===== config.mk =====
export PLATFORM = sky130hd
export DESIGN_NAME = div_issue_hilo_flat
export DESIGN_NICKNAME = d
export VERILOG_FILES = /design/src/rtl/div_issue_hilo_if.sv /design/src/rtl/div_issue_hilo.sv /design/src/flat_wrapper.sv
export SDC_FILE = /design/constraint.sdc
export NUM_CORES = 1
export LEC_CHECK = 0
export ABC_AREA = 1
export BUFFER_PORTS_ARGS = -buffer_cell sky130_fd_sc_hd__buf_4
export CORE_UTILIZATION = 40
export DETAILED_ROUTE_END_ITERATION = 16
export PLACE_DENSITY = 0.77
export SYNTH_ARGS = -nofsm -noshare
export SYNTH_HDL_FRONTEND = slang
export SYNTH_SLANG_ARGS = --single-unit

===== constraint.sdc =====
create_clock -name clk -period 1.51 [get_ports clk]
set_input_delay 0.453 -clock clk [delete_from_list [all_inputs] [get_ports clk]]
set_output_delay 0.453 -clock clk [all_outputs]
set_load 0.03 [all_outputs]

===== src/rtl/div_issue_hilo_if.sv =====
// div_issue_hilo_if: launch/cancel/result handshake between the issue controller and the iterative divider
interface div_issue_hilo_if;
    logic        div_en;
    logic        div_cancel;
    logic        div_sign;
    logic [31:0] div_op1;
    logic [31:0] div_op2;
    logic [63:0] div_result;
    logic        div_done;

    modport master (
        output div_en, div_cancel, div_sign, div_op1, div_op2,
        input  div_result, div_done
    );

    modport slave (
        input  div_en, div_cancel, div_sign, div_op1, div_op2,
        output div_result, div_done
    );
endinterface


===== src/rtl/div_issue_hilo.sv =====
// div_issue_hilo: issues DIV/DIVU to the iterative divider, stalls EXE meanwhile, owns HI/LO
module div_issue_hilo (
    input  logic                   clk,
    input  logic                   rst_n,
    input  logic                   div_req,
    input  logic                   div_signed,
    input  logic [31:0]            op1,
    input  logic [31:0]            op2,
    input  logic                   flush,
    div_issue_hilo_if.master       div,
    input  logic                   hi_we,
    input  logic                   lo_we,
    input  logic [31:0]            hi_wdata,
    input  logic [31:0]            lo_wdata,
    output logic                   stall_req,
    output logic [31:0]            hi_rdata,
    output logic [31:0]            lo_rdata
);
    localparam logic [1:0] IDLE   = 2'd0;
    localparam logic [1:0] BUSY   = 2'd1;
    localparam logic [1:0] COMMIT = 2'd2;
    localparam logic [1:0] DRAIN  = 2'd3;

    logic [1:0]  state_q, state_d;
    logic [31:0] hi_q, hi_d, lo_q, lo_d;
    logic [31:0] op1_q, op1_d, op2_q, op2_d;
    logic        en_q, en_d, cancel_q, cancel_d, sign_q, sign_d;
    logic        drain_q, drain_d;
    logic        issue, commit;

    assign issue  = state_q == IDLE && div_req && !flush && !div.div_done;
    assign commit = state_q == BUSY && div.div_done && !flush;

    // Next-state and divider-control logic; DRAIN spends two cycles so the divider can settle
    always_comb begin
        state_d  = state_q;
        sign_d   = sign_q;
        op1_d    = op1_q;
        op2_d    = op2_q;
        drain_d  = drain_q;
        cancel_d = 1'b0;
        case (state_q)
            IDLE: if (issue) begin
                state_d = BUSY;
                sign_d  = div_signed;
                op1_d   = op1;
                op2_d   = op2;
            end
            BUSY: if (flush) begin
                state_d  = DRAIN;
                cancel_d = 1'b1;
                drain_d  = 1'b0;
            end else if (div.div_done) begin
                state_d = COMMIT;
            end
            COMMIT: state_d = IDLE;
            default: begin
                drain_d = 1'b1;
                state_d = drain_q ? IDLE : DRAIN;
            end
        endcase
        en_d = state_d == BUSY;
    end

    // HI/LO update: a divider commit is younger than any MTHI/MTLO in the same cycle, so it wins
    always_comb begin
        hi_d = commit ? div.div_result[63:32] : hi_we ? hi_wdata : hi_q;
        lo_d = commit ? div.div_result[31:0]  : lo_we ? lo_wdata : lo_q;
    end

    // State and register file flops
    always_ff @(posedge clk or negedge rst_n) begin
        if (!rst_n) begin
            state_q  <= IDLE;
            hi_q     <= '0;
            lo_q     <= '0;
            op1_q    <= '0;
            op2_q    <= '0;
            en_q     <= 1'b0;
            cancel_q <= 1'b0;
            sign_q   <= 1'b0;
            drain_q  <= 1'b0;
        end else begin
            state_q  <= state_d;
            hi_q     <= hi_d;
            lo_q     <= lo_d;
            op1_q    <= op1_d;
            op2_q    <= op2_d;
            en_q     <= en_d;
            cancel_q <= cancel_d;
            sign_q   <= sign_d;
            drain_q  <= drain_d;
        end
    end

    assign stall_req      = (state_q == IDLE && div_req && !flush) || state_q == BUSY;
    assign div.div_en     = en_q;
    assign div.div_cancel = cancel_q;
    assign div.div_sign   = sign_q;
    assign div.div_op1    = op1_q;
    assign div.div_op2    = op2_q;
    assign hi_rdata       = hi_we ? hi_wdata : hi_q;
    assign lo_rdata       = lo_we ? lo_wdata : lo_q;
endmodule

===== src/flat_wrapper.sv =====
// flat-port wrapper written by rule: the top's interface ports become plain ports
module div_issue_hilo_flat 
  (clk, rst_n, div_req, div_signed, op1, op2, flush, hi_we, lo_we, hi_wdata, lo_wdata, stall_req, hi_rdata, lo_rdata, div_div_en, div_div_cancel, div_div_sign, div_div_op1, div_div_op2, div_div_result, div_div_done);
  div_issue_hilo_if div_i ();
  input  logic clk;
  input  logic rst_n;
  input  logic div_req;
  input  logic div_signed;
  input  logic [31:0] op1;
  input  logic [31:0] op2;
  input  logic flush;
  input  logic hi_we;
  input  logic lo_we;
  input  logic [31:0] hi_wdata;
  input  logic [31:0] lo_wdata;
  output logic stall_req;
  output logic [31:0] hi_rdata;
  output logic [31:0] lo_rdata;
  output wire logic [$bits(div_i.div_en)-1:0] div_div_en;
  output wire logic [$bits(div_i.div_cancel)-1:0] div_div_cancel;
  output wire logic [$bits(div_i.div_sign)-1:0] div_div_sign;
  output wire logic [$bits(div_i.div_op1)-1:0] div_div_op1;
  output wire logic [$bits(div_i.div_op2)-1:0] div_div_op2;
  input wire logic [$bits(div_i.div_result)-1:0] div_div_result;
  input wire logic [$bits(div_i.div_done)-1:0] div_div_done;
  assign div_div_en = div_i.div_en;
  assign div_div_cancel = div_i.div_cancel;
  assign div_div_sign = div_i.div_sign;
  assign div_div_op1 = div_i.div_op1;
  assign div_div_op2 = div_i.div_op2;
  assign div_i.div_result = div_div_result;
  assign div_i.div_done = div_div_done;
  div_issue_hilo u_core (.clk(clk), .rst_n(rst_n), .div_req(div_req), .div_signed(div_signed), .op1(op1), .op2(op2), .flush(flush), .div(div_i), .hi_we(hi_we), .lo_we(lo_we), .hi_wdata(hi_wdata), .lo_wdata(lo_wdata), .stall_req(stall_req), .hi_rdata(hi_rdata), .lo_rdata(lo_rdata));
endmodule

; ---- Word level (Yosys, flattened, before mapping)
; Index checks and enable logic that the tools add are counted.
[totals]
regBits = 134
elab_cells = 39
[op_classes]
reduce_logical = 12
eq_ne = 4
bitwise_logic = 1
muxes = 13
[op_table]
columns = operator, n
row1 = 32-bit 2-to-1 mux, 4
row2 = 2-bit 2-to-1 mux, 4
row3 = 2-bit one-hot mux with 3 select lines, 1
row4 = 1-bit logical AND, 5
row5 = "2-bit by 1-bit == test with 1-bit output, second input constant", 2
row6 = 2-bit AND reduction, 2
row7 = 1-bit 2-to-1 mux, 3
row8 = "2-bit == test, second input constant", 1
row9 = 1-bit logical NOT, 2
row10 = 2-bit logical NOT, 1
row11 = "2-bit inequality test, second input constant", 1
row12 = 1-bit one-hot mux with 2 select lines, 1
row13 = 2-bit OR reduction, 1
row14 = 1-bit logical OR, 1
row15 = 1-bit inverter, 1

; ---- Logic depth before layout (Yosys ltp)
[depth]
depth_word = 7
ltp_mapped = 8
depth_no_buf = 6

; ---- Worst setup path after synthesis
; OpenSTA, ideal clock, no wires.
[synth_path]
kind = input port to output port
from = input lo_we
to = output lo_rdata[23]
path_slack_ns = -0.512
stages = 3
arrival_ns = 1.569
required_ns = 1.057
n_path_buf = 2
cell_sequence = buf_2 -> clkbuf_1 -> o21ai_0
[synth_via]
elab_chain_len = 1
[synth_lines]
columns = element, line_no
row1 = start: declaration, flat_wrapper.sv:13  ; input logic lo_we;
row2 = 32-bit 2-to-1 mux, div_issue_hilo.sv:103  ; assign lo_rdata = lo_we ? lo_wdata : lo_q;
row3 = end: declaration, flat_wrapper.sv:18  ; output logic [31:0] lo_rdata;
; No other way between the ends.

; ---- Final worst setup path
[layout_path]
from = register u_core.state_q[1]
to = output stall_req
[layout_via]
elab_chain_len = 4
elab_cells_between_ends = 5
classes_between = eq/ne: 1 / reduce/logical: 4
[layout_lines]
columns = element, line_no
row1 = start: declaration, div_issue_hilo.sv:24  ; logic [1:0] state_q, state_d;
row2 = start signal: assignment, div_issue_hilo.sv:84  ; state_q <= state_d;
row3 = 2-bit logical NOT, div_issue_hilo.sv:96  ; assign stall_req = (state_q == IDLE && div_req && !flush) || state_q == BUSY;
row4 = 1-bit logical AND (2 in series), div_issue_hilo.sv:96
row5 = 1-bit logical OR *, div_issue_hilo.sv:96
row6 = end: declaration, flat_wrapper.sv:16  ; output logic stall_req;
; Every way passes the cells marked *; elsewhere a longest branch is shown, timed or not.

==> reports/summary.txt <==
Outcome -> finished, violations left
Violated checks -> negative setup slack
Register Area -> 0.00336 mm^2
Actual slew at the worst max-slew pin -> 0.343 ns
Initial antenna violation count -> 0
CP Data Arrival Time -> 1.30 ns
Port Buffers -> 331
Synth top area share -> 51.1%
Commonest non-fill, non-tap cell in the layout -> buf_4
Syn avg cell area -> 8.43 um^2
Initial Utilization -> 41.1%
Worst path max stage delay -> 0.43 ns
Post-route ant nets -> 0
Setup TNS -> -5.60 ns
Placed Cells -> 1362
#FFs+latches synth -> 134
Proportion of layout cells with a drive suffix above 1 -> 64.3%
DR DRC count -> 0
Dpl hpwl -> 14800 um
First-pass GRT wire length -> 35000 um
Pin count of the biggest net entering global routing -> 53
Final max-slew violation count -> 0
Final std cells w/o fill -> 1472
Peak Freq -> 0.571 GHz
Longest Clk Path Bufs -> 2
CTS root buf -> clkbuf_16
Leak -> 6.71 nW
Antenna cells -> 0
Placer's final routability congestion estimate -> 0.804
VDD IR max -> 1.57 mV
H-tree depth -> 4
Critical-path cell list -> nor2_4 > nand2_2 > o21ai_1 > buf_4
Final setup violation count -> 140
Slowest CP cell -> dfrtp_2
Die width -> 130 um
Yosys warning total -> 0
Setup Crit Path Kind -> flip-flop to output port
Pwr dens -> 1560 mW/mm^2
DR vias/cell -> 5.00
Max-capacitance violation count -> 0
Met2 WL post-DR -> 15000 um
CTS buffer count -> 17
Residual overflow from global routing -> 0
Core Rows -> 46
Mapped Cells -> 778
Clk slew on worst S/H paths -> 0.06 ns
Metal-1 WL -> 10100 um
Core Box Area -> 0.0159 mm^2
Register area share after synthesis -> 51.1%
Routed len/inst -> 20.0 um
Number of global-route vias before repair -> 6978
Slew headroom -> 77.1%
First-pass DRT Iterations -> 5
Area occupied by multi-input gates -> 0.00319 mm^2
Most frequent cells in the layout -> 364 x buf_4, 239 x nand2_1, 132 x dfrtp_1
Area grow syn2layout -> 92.7%
Crit path max fanout -> 2
CP required -> 1.06 ns
Setup ws final -> -0.240 ns
Die Area -> 0.0169 mm^2
# clock sinks -> 134
Final Cycle Share -> 116%
Later-pin clock latency in the skew report -> 0.41 ns
Met3 Wirelength -> 2740 um
Syn_nets -> 978
Post-synth top area cell -> dfrtp_1
Crit end category -> output port
# fillers -> 860
Crit start category -> flip-flop
GR Util All Layers -> 27.7%
Final Hold Viols -> 0
Chip Height -> 130 um
Number of distinct library cells after synthesis -> 19
Num ports -> 332
Final Net Count -> 1444
Via Count -> 7365
Skew final -> 0.00888 ns
Iteration-0 DRC Markers -> 359
Min Tclk post-route -> 1.75 ns
RSZ-0062 raised after global routing -> yes
CTS tree -> done
Worst hold path type -> input port to flip-flop
Mapped Area -> 0.00656 mm^2
Synth top area cells -> dfrtp_1 51%, nand2_1 17%, o21ai_2 8.5%
Highest Signal Layer -> met4
Total wire length -> 29500 um
-- path summary, 6_finish.rpt --
kind	start	endpoint	slack, ns	depth (start not counted)
hold / removal	op2[26]	u_core.div.div_op2[26]	0.23	3
min in group asynchronous	rst_n	u_core.hi_q[6]	0.49	2
setup reg to reg	u_core.state_q[1]	u_core.lo_q[30]	-0.18	7
max in group asynchronous	rst_n	u_core.lo_q[15]	0.51	3
setup / recovery	u_core.state_q[1]	stall_req	-0.24	4
hold reg to reg	u_core.div.div_op1[4]	u_core.div.div_op1[4]	0.48	2
-- metal layers --
metal / vias to the layer above / GRT usage [%]
met3: 127 / 8.08
li1: 3271 / -
met1: 3544 / 30.2
met5: - / 0
met2: 423 / 49.2
met4: 0 / 13.4
-- final cells by class --
cell class	count	area share [%]
Clock inverter	14	1.40
Multi-Input combinational cell	470	25.2
Sequential cell	134	26.6
Clock buffer	17	3.37
Inverter	132	3.92
Tap cell	216	2.14
Timing Repair Buffer	489	37.4
-- state kept, by name, indices dropped and copies added, names as in the netlist --
name and count:
u_core.div.div_cancel 1, u_core.div.div_en 1, u_core.div.div_op1 32, u_core.div.div_op2 32
u_core.div.div_sign 1, u_core.drain_q 1, u_core.hi_q 32, u_core.lo_q 32
u_core.state_q 2
-- synth_stat cells (all sizes together) --
master  number
nand3b       2
clkbuf       6
o21ai      130
inv        132
nand3        1
a22o         1
dfrtp      134
buf         36
nor2         7
nand2      329
-- timing repair --
action                                 CTS  global route
setup endpoints to repair               65           177
hold buffers                             1             0
endpoints found under the hold margin   21             0
buffers inserted                        34            10
pin swaps                               49            21
gates cloned                            11            23
resized for setup                      167            73
-- per-stage QoR --
stage / power [mW] / area (um^2) / worst slack, ns / util [%] / hold WS [ns]
after detailed placement: 13.7 / 10300 / -0.183 / 64.7 / 0.366
final: 19.7 / 12600 / -0.240 / 79.3 / 0.226
after CTS: 18.7 / 11900 / -0.238 / 74.4 / 0.209
after global placement: 13.5 / 10300 / -0.159 / 64.7 / 0.370
after floorplan: 10.6 / 7280 / -0.123 / - / 0.157
after global routing: 20.5 / 12600 / -0.296 / 79.3 / 0.213
-- worst max-delay path: cells and delay by family (launching register included) --
kind	cells	cell delay, ns
AOI/OAI and AO/OA	1	0.08
DFF	1	0.43
and+or+nand+nor	2	0.20
buffers and inverters	1	0.18
-- report_power, final --
| group | internal, mW | leakage (nW) | switching (mW) | total (mW) |
|---|---|---|---|---|
| Clock | 2.61 | 0.290 | 1.70 | 4.31 |
| Sequential | 4.90 | 1.66 | 0.791 | 5.70 |
| Combinational | 4.09 | 4.77 | 5.61 | 9.70 |
-- logic make-up after synthesis --
kind of cell | Yosys count | synth area share, %
buf+inv | 174 | 13.7
compound gates | 131 | 13.7
simple gates | 339 | 21.4
flops | 134 | 51.1
(Power assumes the default switching activity.)
